==> src/rtl/acc_mem_arbiter_if.sv <==
// ----------------------------------------------------------------------------
// acc_mem_arbiter_if
// Bundles the accelerator request/response lines and the Data Memory
// accelerator-port lines that pass through acc_mem_arbiter.
//   slave  modport : seen by the arbiter (accelerator requests in, memory
//                    strobes out, responses out)
//   master modport : seen by the environment (accelerator control units and
//                    the memory model)
// Signal groups:
//   acc_read_*  / acc_write_*  per-accelerator request and response lines,
//                              flattened, slice i belongs to accelerator i
//   cpu_mem_busy               CPU owns memory this cycle
//   mem_read_* / mem_write_*   single shared memory port
// ----------------------------------------------------------------------------
interface acc_mem_arbiter_if #(
    parameter int NUM_ACC         = 4,
    parameter int ADDR_SIZE       = 16,
    parameter int READ_DATA_SIZE  = 512,
    parameter int WRITE_DATA_SIZE = 32
);
    logic [NUM_ACC-1:0]                 acc_read_en;
    logic [NUM_ACC*ADDR_SIZE-1:0]       acc_read_addr;
    logic [READ_DATA_SIZE-1:0]          acc_read_data;
    logic [NUM_ACC-1:0]                 acc_read_data_valid;
    logic [NUM_ACC-1:0]                 acc_write_en;
    logic [NUM_ACC*ADDR_SIZE-1:0]       acc_write_addr;
    logic [NUM_ACC*WRITE_DATA_SIZE-1:0] acc_write_data;
    logic [NUM_ACC-1:0]                 acc_write_done;
    logic                               cpu_mem_busy;
    logic                               mem_read_en;
    logic [ADDR_SIZE-1:0]               mem_read_addr;
    logic [READ_DATA_SIZE-1:0]          mem_read_data;
    logic                               mem_write_en;
    logic [ADDR_SIZE-1:0]               mem_write_addr;
    logic [WRITE_DATA_SIZE-1:0]         mem_write_data;

    modport slave (
        input  acc_read_en, acc_read_addr, acc_write_en, acc_write_addr,
               acc_write_data, cpu_mem_busy, mem_read_data,
        output acc_read_data, acc_read_data_valid, acc_write_done,
               mem_read_en, mem_read_addr, mem_write_en, mem_write_addr,
               mem_write_data
    );

    modport master (
        output acc_read_en, acc_read_addr, acc_write_en, acc_write_addr,
               acc_write_data, cpu_mem_busy, mem_read_data,
        input  acc_read_data, acc_read_data_valid, acc_write_done,
               mem_read_en, mem_read_addr, mem_write_en, mem_write_addr,
               mem_write_data
    );
endinterface

==> src/rtl/acc_mem_arbiter.sv <==
// ----------------------------------------------------------------------------
// acc_mem_arbiter
// Shares the single Data Memory accelerator port among NUM_ACC accelerator
// control units. One read (one line) or one write (one word) is in flight at a
// time; completion is signalled with a one-cycle, one-hot
// acc_read_data_valid / acc_write_done pulse to the granted accelerator.
// The CPU has absolute priority: while cpu_mem_busy is high no strobe is issued.
//
// Ports:
//   clk    clock
//   rst_n  synchronous active-low reset
//   bus    acc_mem_arbiter_if.slave (accelerator and memory-port signals)
//
// Configuration macro:
//   ACC_MEM_ARB_FIXED_PRIO_EN  defined   -> lowest requesting index always wins
//                              undefined -> round-robin starting at rr_ptr
// ----------------------------------------------------------------------------
module acc_mem_arbiter #(
    parameter int NUM_ACC          = 4,
    parameter int ADDR_SIZE        = 16,
    parameter int READ_DATA_SIZE   = 512,
    parameter int WRITE_DATA_SIZE  = 32,
    parameter int MEM_READ_LATENCY = 1
) (
    input logic               clk,
    input logic               rst_n,
    acc_mem_arbiter_if.slave  bus
);

    localparam int IDX_W = (NUM_ACC > 1) ? $clog2(NUM_ACC) : 1;
    localparam int CNT_W = $clog2(MEM_READ_LATENCY + 1);

    typedef enum logic [2:0] {
        S_IDLE     = 3'd0,
        S_RD_ISSUE = 3'd1,
        S_RD_WAIT  = 3'd2,
        S_RD_RESP  = 3'd3,
        S_WR_ISSUE = 3'd4
    } state_t;

    state_t                      state_q, state_d;
    logic [IDX_W-1:0]            rr_ptr_q, rr_ptr_d;
    logic [IDX_W-1:0]            idx_q, idx_d;
    logic [CNT_W-1:0]            lat_cnt_q, lat_cnt_d;
    logic [READ_DATA_SIZE-1:0]   rd_data_q, rd_data_d;

    logic [NUM_ACC-1:0]          req_s;
    logic                        win_found_s;
    logic [IDX_W-1:0]            win_idx_s;
    int                          start_s;

    logic                        mem_read_en_s;
    logic [ADDR_SIZE-1:0]        mem_read_addr_s;
    logic                        mem_write_en_s;
    logic [ADDR_SIZE-1:0]        mem_write_addr_s;
    logic [WRITE_DATA_SIZE-1:0]  mem_write_data_s;
    logic [NUM_ACC-1:0]          valid_s;
    logic [NUM_ACC-1:0]          done_s;

    // Request scan: first set request at or after the start index (wrapping) wins.
    always_comb begin
        req_s       = bus.acc_read_en | bus.acc_write_en;
        win_found_s = 1'b0;
        win_idx_s   = '0;
`ifdef ACC_MEM_ARB_FIXED_PRIO_EN
        start_s     = 0;
`else
        start_s     = int'(rr_ptr_q);
`endif
        for (int k = 0; k < NUM_ACC; k++) begin
            if (!win_found_s && req_s[(start_s + k) % NUM_ACC]) begin
                win_found_s = 1'b1;
                win_idx_s   = IDX_W'((start_s + k) % NUM_ACC);
            end else begin
                win_found_s = win_found_s;
            end
        end
    end

    // Next-state and output decode for the transaction FSM.
    always_comb begin
        state_d          = state_q;
        rr_ptr_d         = rr_ptr_q;
        idx_d            = idx_q;
        lat_cnt_d        = lat_cnt_q;
        rd_data_d        = rd_data_q;
        mem_read_en_s    = 1'b0;
        mem_read_addr_s  = '0;
        mem_write_en_s   = 1'b0;
        mem_write_addr_s = '0;
        mem_write_data_s = '0;
        valid_s          = '0;
        done_s           = '0;

        case (state_q)
            S_IDLE: begin
                if (win_found_s) begin
                    idx_d     = win_idx_s;
                    lat_cnt_d = '0;
`ifdef ACC_MEM_ARB_FIXED_PRIO_EN
                    rr_ptr_d  = '0;
`else
                    rr_ptr_d  = IDX_W'((int'(win_idx_s) + 1) % NUM_ACC);
`endif
                    // A winner holding both requests is served read-first.
                    if (bus.acc_read_en[win_idx_s]) begin
                        state_d = S_RD_ISSUE;
                    end else begin
                        state_d = S_WR_ISSUE;
                    end
                end else begin
                    state_d = S_IDLE;
                end
            end

            S_RD_ISSUE: begin
                mem_read_addr_s = bus.acc_read_addr[int'(idx_q)*ADDR_SIZE +: ADDR_SIZE];
                if (!bus.cpu_mem_busy) begin
                    mem_read_en_s = 1'b1;
                    lat_cnt_d     = CNT_W'(1);
                    state_d       = S_RD_WAIT;
                end else begin
                    state_d       = S_RD_ISSUE;
                end
            end

            // Memory owns the read now; cpu_mem_busy cannot abort it.
            S_RD_WAIT: begin
                if (lat_cnt_q == CNT_W'(MEM_READ_LATENCY)) begin
                    rd_data_d = bus.mem_read_data;
                    state_d   = S_RD_RESP;
                end else begin
                    lat_cnt_d = lat_cnt_q + CNT_W'(1);
                end
            end

            S_RD_RESP: begin
                valid_s[idx_q] = 1'b1;
                lat_cnt_d      = '0;
                state_d        = S_IDLE;
            end

            // Done is combinational with the strobe: the word is committed this cycle.
            S_WR_ISSUE: begin
                mem_write_addr_s = bus.acc_write_addr[int'(idx_q)*ADDR_SIZE +: ADDR_SIZE];
                mem_write_data_s = bus.acc_write_data[int'(idx_q)*WRITE_DATA_SIZE +: WRITE_DATA_SIZE];
                if (!bus.cpu_mem_busy) begin
                    mem_write_en_s = 1'b1;
                    done_s[idx_q]  = 1'b1;
                    state_d        = S_IDLE;
                end else begin
                    state_d        = S_WR_ISSUE;
                end
            end

            default: begin
                state_d = S_IDLE;
            end
        endcase
    end

    // State and datapath registers with synchronous active-low reset.
    always_ff @(posedge clk) begin
        if (!rst_n) begin
            state_q   <= S_IDLE;
            rr_ptr_q  <= '0;
            idx_q     <= '0;
            lat_cnt_q <= '0;
            rd_data_q <= '0;
        end else begin
            state_q   <= state_d;
            rr_ptr_q  <= rr_ptr_d;
            idx_q     <= idx_d;
            lat_cnt_q <= lat_cnt_d;
            rd_data_q <= rd_data_d;
        end
    end

    assign bus.acc_read_data       = rd_data_q;
    assign bus.acc_read_data_valid = valid_s;
    assign bus.acc_write_done      = done_s;
    assign bus.mem_read_en         = mem_read_en_s;
    assign bus.mem_read_addr       = mem_read_addr_s;
    assign bus.mem_write_en        = mem_write_en_s;
    assign bus.mem_write_addr      = mem_write_addr_s;
    assign bus.mem_write_data      = mem_write_data_s;

endmodule

==> src/flat_wrapper.sv <==
// flat-port wrapper written by rule: the top's interface ports become plain ports
module acc_mem_arbiter_flat 
#(
    parameter int NUM_ACC          = 4,
    parameter int ADDR_SIZE        = 16,
    parameter int READ_DATA_SIZE   = 512,
    parameter int WRITE_DATA_SIZE  = 32,
    parameter int MEM_READ_LATENCY = 1
)
  (clk, rst_n, bus_acc_read_en, bus_acc_read_addr, bus_acc_write_en, bus_acc_write_addr, bus_acc_write_data, bus_cpu_mem_busy, bus_mem_read_data, bus_acc_read_data, bus_acc_read_data_valid, bus_acc_write_done, bus_mem_read_en, bus_mem_read_addr, bus_mem_write_en, bus_mem_write_addr, bus_mem_write_data);
  acc_mem_arbiter_if #(.NUM_ACC(NUM_ACC), .ADDR_SIZE(ADDR_SIZE), .READ_DATA_SIZE(READ_DATA_SIZE), .WRITE_DATA_SIZE(WRITE_DATA_SIZE)) bus_i ();
  input logic clk;
  input logic rst_n;
  input wire logic [$bits(bus_i.acc_read_en)-1:0] bus_acc_read_en;
  input wire logic [$bits(bus_i.acc_read_addr)-1:0] bus_acc_read_addr;
  input wire logic [$bits(bus_i.acc_write_en)-1:0] bus_acc_write_en;
  input wire logic [$bits(bus_i.acc_write_addr)-1:0] bus_acc_write_addr;
  input wire logic [$bits(bus_i.acc_write_data)-1:0] bus_acc_write_data;
  input wire logic [$bits(bus_i.cpu_mem_busy)-1:0] bus_cpu_mem_busy;
  input wire logic [$bits(bus_i.mem_read_data)-1:0] bus_mem_read_data;
  output wire logic [$bits(bus_i.acc_read_data)-1:0] bus_acc_read_data;
  output wire logic [$bits(bus_i.acc_read_data_valid)-1:0] bus_acc_read_data_valid;
  output wire logic [$bits(bus_i.acc_write_done)-1:0] bus_acc_write_done;
  output wire logic [$bits(bus_i.mem_read_en)-1:0] bus_mem_read_en;
  output wire logic [$bits(bus_i.mem_read_addr)-1:0] bus_mem_read_addr;
  output wire logic [$bits(bus_i.mem_write_en)-1:0] bus_mem_write_en;
  output wire logic [$bits(bus_i.mem_write_addr)-1:0] bus_mem_write_addr;
  output wire logic [$bits(bus_i.mem_write_data)-1:0] bus_mem_write_data;
  assign bus_i.acc_read_en = bus_acc_read_en;
  assign bus_i.acc_read_addr = bus_acc_read_addr;
  assign bus_i.acc_write_en = bus_acc_write_en;
  assign bus_i.acc_write_addr = bus_acc_write_addr;
  assign bus_i.acc_write_data = bus_acc_write_data;
  assign bus_i.cpu_mem_busy = bus_cpu_mem_busy;
  assign bus_i.mem_read_data = bus_mem_read_data;
  assign bus_acc_read_data = bus_i.acc_read_data;
  assign bus_acc_read_data_valid = bus_i.acc_read_data_valid;
  assign bus_acc_write_done = bus_i.acc_write_done;
  assign bus_mem_read_en = bus_i.mem_read_en;
  assign bus_mem_read_addr = bus_i.mem_read_addr;
  assign bus_mem_write_en = bus_i.mem_write_en;
  assign bus_mem_write_addr = bus_i.mem_write_addr;
  assign bus_mem_write_data = bus_i.mem_write_data;
  acc_mem_arbiter #(.NUM_ACC(NUM_ACC), .ADDR_SIZE(ADDR_SIZE), .READ_DATA_SIZE(READ_DATA_SIZE), .WRITE_DATA_SIZE(WRITE_DATA_SIZE), .MEM_READ_LATENCY(MEM_READ_LATENCY)) u_core (.clk(clk), .rst_n(rst_n), .bus(bus_i));
endmodule
==> config.mk <==
export PLATFORM = sky130hd
export DESIGN_NAME = acc_mem_arbiter_flat
export DESIGN_NICKNAME = d
export VERILOG_FILES = /design/src/rtl/acc_mem_arbiter_if.sv /design/src/rtl/acc_mem_arbiter.sv /design/src/flat_wrapper.sv
export SDC_FILE = /design/constraint.sdc
export NUM_CORES = 1
export LEC_CHECK = 0
export CAP_MARGIN = 25
export CELL_PAD_IN_SITES_DETAIL_PLACEMENT = 0
export CELL_PAD_IN_SITES_GLOBAL_PLACEMENT = 2
export CORE_AREA = 3 3 527 529
export DETAILED_ROUTE_END_ITERATION = 12
export DIE_AREA = 0 0 530 532
export GPL_TIMING_DRIVEN = 0
export PLACE_DENSITY = 0.39
export SLEW_MARGIN = 30
export SYNTH_ARGS = -nofsm -noshare
export SYNTH_HDL_FRONTEND = slang
export SYNTH_SLANG_ARGS = --single-unit
==> constraint.sdc <==
create_clock -name clk -period 2 [get_ports clk]
set_input_delay 0.4 -clock clk [delete_from_list [all_inputs] [get_ports clk]]
set_output_delay 0.4 -clock clk [all_outputs]
set_load 0.05 [all_outputs]
==> After elaboration in Yosys (flattened, before gate mapping) <==
Index checks and enable logic that the tools add are counted.
{ "word_totals": {"register_bits": 520, "in_bits": 779, "output_inout_bits": 586} }
{ "classes": {"add_sub_neg": 5, "n_lt_le_gt_ge": 7, "n_eq_ne": 7, "shift": 3, "muxes": 42, "bitwise": 4, "n_reduce_logical": 15} }
{ "ops": {"columns": ["cell", "n"], "rows": [
  ["128-bit by 8-bit indexed part select with 32-bit output", 1],
  ["64-bit by 7-bit indexed part select with 16-bit output", 2],
  ["16-bit two-way mux", 2],
  ["32-bit two-way mux", 1],
  ["1-bit two-way mux", 19],
  ["3-bit by 4-bit < comparator with 1-bit output, second input constant", 3],
  ["3-bit two-way mux", 4],
  ["4-bit two-way mux", 3],
  ["3-bit one-hot mux with 4 select lines", 1],
  ["1-bit binary-select mux with 2-bit select", 5],
  ["2-bit two-way mux", 5],
  ["2-bit by 3-bit < comparator with 1-bit output, second input constant", 3],
  ["3-bit by 2-bit == test with 1-bit output, second input constant", 2],
  ["2-bit OR reduction", 3],
  ["2-bit by 1-bit adder with 2-bit output, second input constant", 2],
  ["2-bit adder, second input constant", 2],
  ["1-bit logical AND", 4],
  ["2-bit by 1-bit inequality test with 1-bit output, second input constant", 2],
  ["4-bit OR", 1],
  ["1-bit one-hot mux with 4 select lines", 1],
  ["2-bit AND reduction", 2],
  ["4-bit nonzero test", 1],
  ["1-bit bitwise AND, first input constant", 3],
  ["3-bit by 1-bit == test with 1-bit output, second input constant", 1],
  ["other kinds (8)", 10]
]} }

==> Longest topological paths before layout <==
Gate-level depths: netlist (run 1).
{ "logic_depth": {"depth_word": 19, "mapped_depth": 7, "ltp_nobuf": 5} }

==> Least setup slack after synthesis (run 1) <==
OpenSTA, ideal clock, no wires.
{ "synth_timing": {"path_kind": "register -> output", "start": "register u_core.state_q[0]", "end": "output bus_acc_write_done[0]", "t_arrival_ns": 2.451, "t_required_ns": 1.600, "path_slack_ns": -0.851, "stages_incl_launch_ff": 5, "n_path_buf": 1, "cell_sequence": "dfxtp_1 -> nor2_1 -> clkbuf_1 -> nand2_1 -> nor4_1"} }
{ "synth_via": {"elab_chain_len": 2} }
{ "synth_rtl": {"columns": ["item", "line", "text"], "rows": [
  ["from (decl)", "acc_mem_arbiter.sv:41", "state_t state_q, state_d;"],
  ["from (signal assigned)", "acc_mem_arbiter.sv:171", "state_q <= state_d;"],
  ["3-bit == test", "acc_mem_arbiter.sv:95", "case (state_q)"],
  ["4-bit two-way mux", "acc_mem_arbiter.sv:95", null],
  ["to (decl)", "flat_wrapper.sv:23", "output wire logic [$bits(bus_i.acc_write_done)-1:0] bus_acc_write_done;"]
]} }
Every way passes these cells.

==> Worst setup path in the final report (run 1) <==
{ "layout_timing": {"start": "register u_core.idx_q[0]", "end": "output bus_mem_write_data[3]"} }
{ "layout_via": {"elab_chain_len": 2} }
{ "layout_rtl": {"columns": ["item", "line", "text"], "rows": [
  ["from (decl)", "acc_mem_arbiter.sv:43", "logic [IDX_W-1:0] idx_q, idx_d;"],
  ["from (signal assigned)", "acc_mem_arbiter.sv:173", "idx_q <= idx_d;"],
  ["128-bit by 8-bit indexed part select with 32-bit output", "acc_mem_arbiter.sv:146", "mem_write_data_s = bus.acc_write_data[int'(idx_q)*WRITE_DATA_SIZE +: WRITE_DATA_SIZE];"],
  ["32-bit two-way mux", "acc_mem_arbiter.sv:95", null],
  ["to (decl)", "flat_wrapper.sv:28", "output wire logic [$bits(bus_i.mem_write_data)-1:0] bus_mem_write_data;"]
]} }
Every way passes these cells.

==> results.txt, run 1 <==
Share of cells above drive strength 1 - 0.2614
Arr. time, crit path - 2390 ps
P_leak - 0.01450 µW
EDFF count, synth - 0
Final Core Density - 0.1630
Post-Route WL - 211,400 µm
Critical path data required time - 1600 ps
Cell Pwr Density - 807.7 nW/µm²
Drt initial violations - 818
Most frequent cells in the layout - nand2_1, clkdlybuf4s50_1, dfxtp_1
Worst-path clk slew - 60 ps
Syn Inst Count - 2,470
Reg2reg start - u_core.state_q[0]$_SDFFE_PN0P_
Post-Place Cell Area - 39,670 µm²
Drt pass-1 iters - 5
DP HPWL - 183,000 µm
Mapped Nets - 3,249
Final Hold Fails - 0
Total gr overflow - 0
WHS - 261.7 ps
Path type of the worst setup path - reg2out
Average cell area after synthesis - 8.661 µm²
Synth warn - 0
MaxCap Viol Count - 0
Slew headroom - 0.3575
NumNets Final - 4,728
Area grow syn2layout - 108.4%
Num rows - 192
Post-Synth Adder-Cell Area - 0
Vias - 23,710
Die width - 530 µm
Main synth FF type - dfxtp_1
Buffers on Ports - 1,361
Worst R2R Setup Slack - 70 ps
Mux cell area share after synthesis - 0.06785
CTS buffer count - 79
FFs w/ async S/R, synth - 0
Fin crit period - 2787 ps
Synth Area in Compound Gates - 0.1928
Unrepaired setup endpoints after global routing - yes
Tcrit/Tclk final - 1.394
CTS max path bufs - 3
Root Buffer - clkbuf_16
Setup TNS - -49,830 ps
Hold depth - 3
Outcome - finished with violations
Fill cells - 30,870
Slew Limit Fails - 0
Setup Viol. Count Final - 74
Setup crit start kind - flop
Hold-fix buffers at CTS - 0
Final ANT Viol Nets - 0
H-tree Lvls - 3
Seq/Total Area, Yosys - 0.4866
Mapped cell area - 21,390 µm²
Post-Synth XOR/XNOR Area - 0.0004094
Reg2reg path depth - 8
Die Ht - 532 µm
Final worst setup slack - -787.4 ps
Finished Cell Area - 44,570 µm²
WL/cell - 27.73 µm
Vias per inst - 3.110
Violated checks - setup timing
Largest family of logic cells by synthesized area - simple AND/OR/NAND/NOR gates
Post-synth cell types - 42
Core Area - 273,400 µm²
Worst R2R End - u_core.bus.acc_read_data[33]$_SDFFE_PN0P_
FMAX - 358.8 MHz
Critical path capture point type - output pin
Initial antenna violation count - 111
Worst slew pin tran - 963.8 ps
# IOs - 1,365
GR Util All Layers - 0.1438
Die area - 282,000 µm²
Clock sinks - 520
Vias in the first global route - 25,120
DR DRC count - 0
Worst ir drop on vdd - 637.2 µV
Placer Congestion - 0.8547
Commonest non-fill, non-tap cell in the layout - nand2_1
Fin Clk Skew - 25.43 ps
Seq cells post-synth - 520
CTS tree - done
Global-route wire length before repair - 267,600 µm
Simple-Gate Fraction of Synth Area - 0.2097
Starting Density - 0.07825
Clk Latency, worst-skew pair - 690 ps
Largest net degree at the start of global routing - 11
Worst Setup SP - u_core.idx_q[0]$_SDFFE_PN0P_
Setup slack at placement - -2195 ps
Hold crit path type - in2reg
Worst setup path endpoint - bus_mem_write_data[3]
Worst-path fanout max - 6
-- stage by stage --
step | instances | total power [µW]
3_5_place_dp | 7423 | 19910
4_1_cts | 7579 | 36530
6_report | 7623 | 36000
2_1_floorplan | 2470 | 15020
3_3_place_gp | 7420 | 19920
5_1_grt | 7600 | 37670
-- registers in the layout (all words and copies together), names as in the netlist --
signal and count:
u_core.bus.acc_read_data 512, u_core.lat_cnt_q 1, u_core.state_q 3, u_core.rr_ptr_q 2, u_core.idx_q 2
-- Yosys cell counts (all sizes together), types with 3 or more instances --
master,n,share of area
nand2,1029,0.18
dfxtp,520,0.49
a21boi,513,0.18
buf,113,0.026
clkbuf,90,0.016
mux4,64,0.067
and3,48,0.014
nor2b,18,0.0053
nor2,15,0.0026
o21ai,8,0.0020
nand2b,6,0.0018
a21oi,5,0.0012
nor3,5,0.0012
a211oi,3,0.0011
o211ai,3,0.0011
or2,3,0.00088
-- critical path, cell delays in order (launching register included) --
cell	delay (ps)
dfxtp_4	360
buf_12	130
buf_12	120
clkbuf_16	150
mux4_2	550
and3_4	220
buf_12	140
-- kinds of logic (layout without fill, tap and decap cells) --
group / count (synthesis) / in the layout
AO/OA/AOI/OAI: 547 / 547
XOR/XNOR: 1 / 1
buffers and inverters: 205 / 1741
flip-flops: 520 / 520
multiplexers: 65 / 65
other: 0 / 28
AND/OR/NAND/NOR: 1132 / 1132
-- worst min-delay path by stage --
stage | from | to | slack (ps)
finish | rst_n | u_core.state_q[1]$_SDFFE_PN0P_ | 260
global route | bus_mem_read_data[146] | u_core.bus.acc_read_data[146]$_SDFFE_PN0P_ | 190
CTS | bus_mem_read_data[216] | u_core.bus.acc_read_data[216]$_SDFFE_PN0P_ | 140
detailed placement | u_core.bus.acc_read_data[171]$_SDFFE_PN0P_ | u_core.bus.acc_read_data[171]$_SDFFE_PN0P_ | 460
global placement | u_core.bus.acc_read_data[138]$_SDFFE_PN0P_ | u_core.bus.acc_read_data[138]$_SDFFE_PN0P_ | 450
floorplan | u_core.state_q[1]$_SDFFE_PN0P_ | u_core.state_q[1]$_SDFFE_PN0P_ | 480
-- what timing repair did --
| action | in CTS | in global routing |
|---|---|---|
| cloned | 2 | 7 |
| pin swaps | 6 | 18 |
| endpoints found under the setup margin | 1104 | 493 |
| resized for setup | 2450 | 257 |
| buffers inserted | 19 | 11 |
-- routing by layer --
metal	share of wire	GRT usage	vias to the layer above
met5	0.0020	0	-
met4	0.024	0.03519	68
met3	0.10	0.06313	236
met2	0.50	0.2605	1028
met1	0.37	0.1508	11180
li1	-	-	11200
-- layout make-up --
| cell class | count | area, µm² | area share |
|---|---|---|---|
| flip-flops and latches | 520 | 10430 | 0.2340 |
| multi-input cells | 1745 | 10610 | 0.2381 |
| inverters | 2 | 7.507 | 0.0001684 |
| plain buffers | 200 | 1614 | 0.03621 |
| clock inverters | 17 | 217.7 | 0.004884 |
| clock buffers | 121 | 2295 | 0.05148 |
| well taps | 3589 | 4491 | 0.1007 |
| diodes | 28 | 70.07 | 0.001572 |
| repair buffers | 1401 | 14840 | 0.3329 |
-- where the power goes --
group | switching, µW | leakage, µW | internal (µW)
sequential | 137 | 0.00419 | 10500
clock | 5830 | 0.00123 | 8370
combinational | 5720 | 0.00908 | 5420
total | 11700 | 0.0145 | 24300
Power figures use the tool's default switching activity.
==> run 2: changes to the inputs <==
--- a/config.mk
+++ b/config.mk
@@ -12,7 +12,7 @@
 export DETAILED_ROUTE_END_ITERATION = 12
 export DIE_AREA = 0 0 530 532
 export GPL_TIMING_DRIVEN = 0
-export PLACE_DENSITY = 0.39
+export PLACE_DENSITY = 0.35
 export SLEW_MARGIN = 30
 export SYNTH_ARGS = -nofsm -noshare
 export SYNTH_HDL_FRONTEND = slang
==> run 2 against run 1 <==
Compared with the run above:
- the flow still finishes with violations (setup timing)
- wire length rose by 0.30%
- non-clock buffer count fell by 13
- register-to-register slack improved by 30 ps
- highest routed layer unchanged
- clock skew is 0.91 ps higher
- critical endpoint is now bus_mem_write_data[28]
- critical path type unchanged
- design area shrank 1.7%
==> results.txt, run 2 (synthesis gave the netlist of run 1 again) <==
Outcome - finished with violations
Violated checks - setup timing
Fin crit period - 2780 ps (-7.141 ps)
# IOs - 1,365 (unchanged)
Multi-input logic area - 10,510 µm² (-1.0%)
Worst-path clk slew - 60 ps (about the same)
Die width - 530 µm (unchanged)
Fin Clk Skew - 26.34 ps (+0.9077 ps)
M1 WL - 77,840 µm (about the same)
Global-route wire length before repair - 267,900 µm (+0.12%)
Worst slew pin tran - 961.8 ps (-1.997 ps)
WL/cell - 27.85 µm (+0.44%)
Setup crit start kind - flop
GR Util All Layers - 0.1441 (+0.0002790)
Final Hold Fails - 0 (unchanged)
Worst hold start - rst_n
Top Family by Delay on Critical Path - multiplexers
Slew headroom - 0.3588 (+0.001332)
Critical path data required time - 1600 ps (about the same)
Die area - 282,000 µm² (unchanged)
Register area - 10,440 µm² (about the same)
Vias - 23,800 (+0.38%)
Cell mode on critical path - buf_12
Largest net degree at the start of global routing - 13 (+2)
Most frequent cells in the layout - nand2_1, clkdlybuf4s50_1, dfxtp_1
Placer Congestion - 0.8109 (-5.1%)
Finished Cell Area - 43,810 µm² (-1.7%)
CP cell instances - buf_12, buf_12, mux4_2, and3_4, buf_12
Setup slack at placement - -1658 ps (+537.2 ps)
Drt initial violations - 753 (-7.9%)
MaxCap Viol Count - 0 (unchanged)
DR DRC count - 0 (unchanged)
Slew Limit Fails - 0 (unchanged)
Crit path buf inv count - 3 (-1)
CTS tree - done
Die Ht - 532 µm (unchanged)
Share of cells above drive strength 1 - 0.2608 (-0.0005428)
Final ANT Viol Nets - 0 (unchanged)
Drt pass-1 iters - 4 (-1)
Starting Density - 0.07825 (unchanged)
Num rows - 192 (unchanged)
P_leak - 0.01467 µW (+1.2%)
DR WL met2 - 108,000 µm (+1.1%)
Buffers on Ports - 1,361 (unchanged)
Hold crit path type - in2reg
Met3 Wirelength - 21,430 µm (+0.70%)
Total gr overflow - 0 (unchanged)
CP max-delay cell - mux4_2
Vias in the first global route - 24,960 (-0.63%)
Worst-path fanout max - 11 (+5)
CTS max path bufs - 3 (unchanged)
Fill cells - 30,930 (+0.21%)
Final worst setup slack - -780.2 ps (+7.141 ps)
Unrepaired setup endpoints after global routing - yes
Arr. time, crit path - 2380 ps (about the same)
Slowest stage delay, CP - 550 ps (about the same)
Post-Place Cell Area - 39,700 µm² (about the same)
Post-Route WL - 212,000 µm (+0.30%)
Initial antenna violation count - 111 (unchanged)
Reg2reg start - u_core.state_q[0]$_SDFFE_PN0P_
Max layer used - met5
Tcrit/Tclk final - 1.390 (-0.003570)
Root Buffer - clkbuf_16
Area grow syn2layout - 104.8%
Largest register FFs - 512 (unchanged)
Worst ir drop on vdd - 565.5 µV (-11%)
H-tree Lvls - 3 (unchanged)
Reg2reg path depth - 8 (unchanged)
Worst R2R Setup Slack - 100 ps (+30 ps)
Commonest non-fill, non-tap cell in the layout - nand2_1
Vias per inst - 3.127 (+0.52%)
Clock sinks - 520 (unchanged)
FMAX - 359.7 MHz (+0.26%)
Hold depth - 3 (unchanged)
CTS buffer count - 84 (+6.3%)
Path type of the worst setup path - reg2out
Final Core Density - 0.1602 (-0.002810)
Clk Latency, worst-skew pair - 730 ps (+40 ps)
Core Area - 273,400 µm² (unchanged)
NumNets Final - 4,720 (-0.17%)
Worst hold path endpoint - u_core.state_q[1]$_SDFFE_PN0P_
Cell Pwr Density - 825.0 nW/µm² (+2.1%)
Critical path capture point type - output pin
DP HPWL - 181,400 µm (-0.89%)
Worst R2R End - u_core.bus.acc_read_data[511]$_SDFFE_PN0P_
Setup Viol. Count Final - 74 (unchanged)
[run 2: cell count changes in the layout (fill, tap and decap cells not counted), sizes merged, moves of 4 or more]
cell and change:
clkdlybuf4s15 -121, clkinv -4, diode -4, clkinvlp +5, buf +118, clkbuf -16
clkdlybuf4s18 +7
[run 2: tightest hold or removal path: cells and delay by family]
family / cells / cell delay (ps)
buf+inv: 1 / 210
simple gates: 1 / 190
compound gates: 1 / 50
[run 2: repair_timing]
item / 4_1_cts / 5_1_grt
gates cloned: 1 / 8
hold buffers: 0 / 0
endpoints found under the setup margin: 1104 / 520
resized for setup: 2706 / 310
setup buffers: 9 / 7
pin swaps: 6 / 5
[run 2: how the worst max path moves through the flow]
stage                                              start                                          to  cells past startpoint
after floorplan             u_core.idx_q[1]$_SDFFE_PN0P_                       bus_mem_read_addr[11]                      4
after global placement    u_core.state_q[0]$_SDFFE_PN0P_  u_core.bus.acc_read_data[304]$_SDFFE_PN0P_                      6
after detailed placement  u_core.state_q[2]$_SDFFE_PN0P_                      bus_mem_write_data[26]                      4
after CTS                   u_core.idx_q[0]$_SDFFE_PN0P_                      bus_mem_write_data[27]                      6
after global routing        u_core.idx_q[0]$_SDFFE_PN0P_                       bus_mem_write_data[1]                      5
final                       u_core.idx_q[0]$_SDFFE_PN0P_                      bus_mem_write_data[28]                      5
[run 2: final cells by class]
class,instances,area share
Timing Repair Buffer,1389,0.3162
Multi-Input combinational cell,1745,0.2398
Sequential cell,520,0.2383
Tap cell,3589,0.1025
Clock buffer,122,0.05421
Buffer,199,0.04002
Clock inverter,22,0.007426
Antenna cell,24,0.001371
Inverter,2,0.0001714
[run 2: per-stage QoR]
| step | cells | hold slack, ps | total power (µW) | TNS [ps] |
|---|---|---|---|---|
| floorplan | 2470 | 483.6 | 15020 | -1843 |
| global placement | 7420 | 453.2 | 19730 | -1023990 |
| detailed placement | 7424 | 457.0 | 19720 | -427570 |
| CTS | 7575 | 101.3 | 37030 | -60580 |
| global route | 7592 | 172.3 | 37880 | -59650 |
| finish | 7612 | 192.8 | 36140 | -49580 |
[run 2: where the power goes]
part / total [µW] / internal, µW / switching (µW)
clock: 15300 / 8890 / 6380
sequential: 10600 / 10500 / 121
combinational: 10200 / 4850 / 5370
[run 2: layer usage]
metal / vias to the layer above / global-route usage
li1: 11160 / -
met1: 11250 / 0.1492
met2: 1054 / 0.2647
met3: 273 / 0.06427
met4: 56 / 0.03077
met5: - / 0
==> run 3: changes to the inputs <==
--- a/config.mk
+++ b/config.mk
@@ -12,7 +12,7 @@
 export DETAILED_ROUTE_END_ITERATION = 12
 export DIE_AREA = 0 0 530 532
 export GPL_TIMING_DRIVEN = 0
-export PLACE_DENSITY = 0.35
+export PLACE_DENSITY = 0.4
 export SLEW_MARGIN = 30
 export SYNTH_ARGS = -nofsm -noshare
 export SYNTH_HDL_FRONTEND = slang
==> run 3 against run 2 <==
Compared with the run above:
- the run still ends with setup timing left
- worst hold slack gained 39 ps
- first-iteration DRC count increased by 21%
- clock-buffer cell count fell by 2
- sequential share of layout area down 0.82 points
- sequential power hardly changed
==> results.txt, run 3 (synthesis gave the netlist of run 1 again) <==
Worst-path fanout max - 8 (-3)
Cell mode on critical path - buf_12
CP cell instances - buf_12, buf_16, mux4_2, nor2b_4, buf_12
Slew headroom - 0.3889 (+0.03007)
Setup Viol. Count Final - 75 (+1.4%)
Arr. time, crit path - 2390 ps (about the same)
NumNets Final - 4,743 (+0.49%)
Num rows - 192 (unchanged)
Setup crit start kind - flop
Die Ht - 532 µm (unchanged)
Busiest layer in global routing - met2
DR DRC count - 0 (unchanged)
Cell Pwr Density - 780.2 nW/µm² (-5.4%)
Violated checks - setup timing
Path type of the worst setup path - reg2out
Clock sinks - 520 (unchanged)
Worst ir drop on vdd - 529.3 µV (-6.4%)
Hold crit path type - in2reg
Core Area - 273,400 µm² (unchanged)
Total gr overflow - 0 (unchanged)
# IOs - 1,365 (unchanged)
Fill cells - 30,820 (-0.37%)
Largest net degree at the start of global routing - 13 (unchanged)
P_leak - 0.01520 µW (+3.6%)
DP HPWL - 187,400 µm (+3.3%)
Root Buffer - clkbuf_16
Setup TNS - -50,420 ps (-831.9 ps)
Final Hold Fails - 0 (unchanged)
FMAX - 357.8 MHz (-0.51%)
Slowest stage delay, CP - 610 ps (+60 ps)
Top Family by Delay on Critical Path - multiplexers
Share of cells above drive strength 1 - 0.2864 (+0.02554)
Critical path capture point type - output pin
Worst slew pin tran - 916.6 ps (-45.11 ps)
Tcrit/Tclk final - 1.397 (+0.007149)
Unrepaired setup endpoints after global routing - yes
Final ANT Viol Nets - 0 (unchanged)
Initial antenna violation count - 117 (+5.4%)
Clk Latency, worst-skew pair - 710 ps (-20 ps)
Critical path data required time - 1600 ps (about the same)
Area grow syn2layout - 111.9%
Die area - 282,000 µm² (unchanged)
Starting Density - 0.07825 (unchanged)
GR Util All Layers - 0.1474 (+0.003270)
Drt pass-1 iters - 5 (+1)
Post-Route WL - 216,300 µm (+2.0%)
Slew Limit Fails - 0 (unchanged)
CTS buffer count - 77 (-8.3%)
Grt met1 use - 0.1505 (+0.001338)
Drt initial violations - 914 (+21%)
Placer Congestion - 0.8367 (+3.2%)
M3 GR Usage - 0.06681 (+0.002533)
Crit path buf inv count - 3 (unchanged)
CTS tree - done
GRT met2 Usage - 0.2735 (+0.008784)
Buffers on Ports - 1,361 (unchanged)
Most frequent cells in the layout - nand2_1, clkdlybuf4s50_1, dfxtp_1
Commonest non-fill, non-tap cell in the layout - nand2_1
CP max-delay cell - mux4_2
Fin crit period - 2795 ps (+14.30 ps)
Hold-fix buffers at CTS - 0 (unchanged)
Vias - 24,310 (+2.2%)
Global-route wire length before repair - 273,900 µm (+2.2%)
Worst-path clk slew - 60 ps (about the same)
MaxCap Viol Count - 0 (unchanged)
Fin Clk Skew - 39.15 ps (+12.82 ps)
Vias in the first global route - 25,320 (+1.4%)
Die width - 530 µm (unchanged)
CTS max path bufs - 3 (unchanged)
Outcome - finished with violations
Final worst setup slack - -794.5 ps (-14.30 ps)
H-tree Lvls - 3 (unchanged)
Final Core Density - 0.1658 (+0.005589)
WL/cell - 28.30 µm (+1.6%)
Vias per inst - 3.180 (+1.7%)
Largest register FFs - 512 (unchanged)
run 3: cell types whose count changed in the layout (fill, tap and decap cells not counted), moves of 8 or more:
cell	change
a21boi_0	-75
buf_4	+9
nand2_4	+45
clkdlybuf4s15_2	+93
nand2_2	+15
nand2_1	-60
a21boi_2	+34
buf_2	-90
diode_2	+9
buf_8	+17
clkdlybuf4s18_2	-8
buf_6	-10
a21boi_1	+41
run 3: report_power, final:
group          internal (µW)  switching, µW
Combinational           5030           5570
Sequential             10500            125
Clock                   8120           6010
Total                  23700          11700
run 3: path summary, 6_finish.rpt:
kind	start	endpoint	slack (ps)	cells after the start
max	u_core.idx_q[0]$_SDFFE_PN0P_	bus_mem_read_addr[14]	-790	5
min	bus_mem_read_data[254]	u_core.bus.acc_read_data[254]$_SDFFE_PN0P_	230	3
max reg2reg	u_core.state_q[0]$_SDFFE_PN0P_	u_core.bus.acc_read_data[236]$_SDFFE_PN0P_	-20	11
min reg2reg	u_core.bus.acc_read_data[268]$_SDFFE_PN0P_	u_core.bus.acc_read_data[268]$_SDFFE_PN0P_	450	2
run 3: area by class of cell:
| type | count | area, µm² | area share |
|---|---|---|---|
| Buffer | 197 | 1729 | 0.03814 |
| Timing Repair Buffer | 1421 | 15020 | 0.3314 |
| Sequential cell | 520 | 10430 | 0.2300 |
| Tap cell | 3589 | 4491 | 0.09906 |
| Inverter | 2 | 7.507 | 0.0001656 |
| Antenna cell | 33 | 82.58 | 0.001822 |
| Multi-Input combinational cell | 1745 | 11050 | 0.2437 |
| Clock buffer | 120 | 2268 | 0.05004 |
| Clock inverter | 18 | 257.7 | 0.005686 |
run 3: layer usage:
layer	up-vias	wire, µm
met1	11660	77800
met2	1076	111300
met4	76	4425
li1	11250	-
met3	249	22290
met5	-	473
run 3: repair_timing:
item,CTS,global route
resized for setup,2467,405
endpoints found under the setup margin,1104,442
cloned,7,11
pin swaps,21,103
buffers inserted,26,14
run 3: worst reg2reg max path, cell delays in order, from the launching register on:
cell	delay (ps)
dfxtp_4	360
nand3b_1	170
buf_4	150
nor2_4	90
buf_12	120
buf_16	160
clkbuf_16	260
buf_16	150
buf_12	140
clkbuf_16	140
nand2_1	90
a21boi_1	130
run 3: metrics by stage:
step	total power, µW	instance area [µm²]	setup WS [ps]	hold WS [ps]	cells
2_1_floorplan	15020	21480	-213.1	483.6	2470
3_3_place_gp	19800	39590	-3537	452.1	7420
3_5_place_dp	19810	39530	-1781	457.5	7424
4_1_cts	35980	43910	-935.6	140.6	7592
5_1_grt	36900	45260	-886.0	183.8	7616
6_report	35370	45330	-794.5	231.7	7645
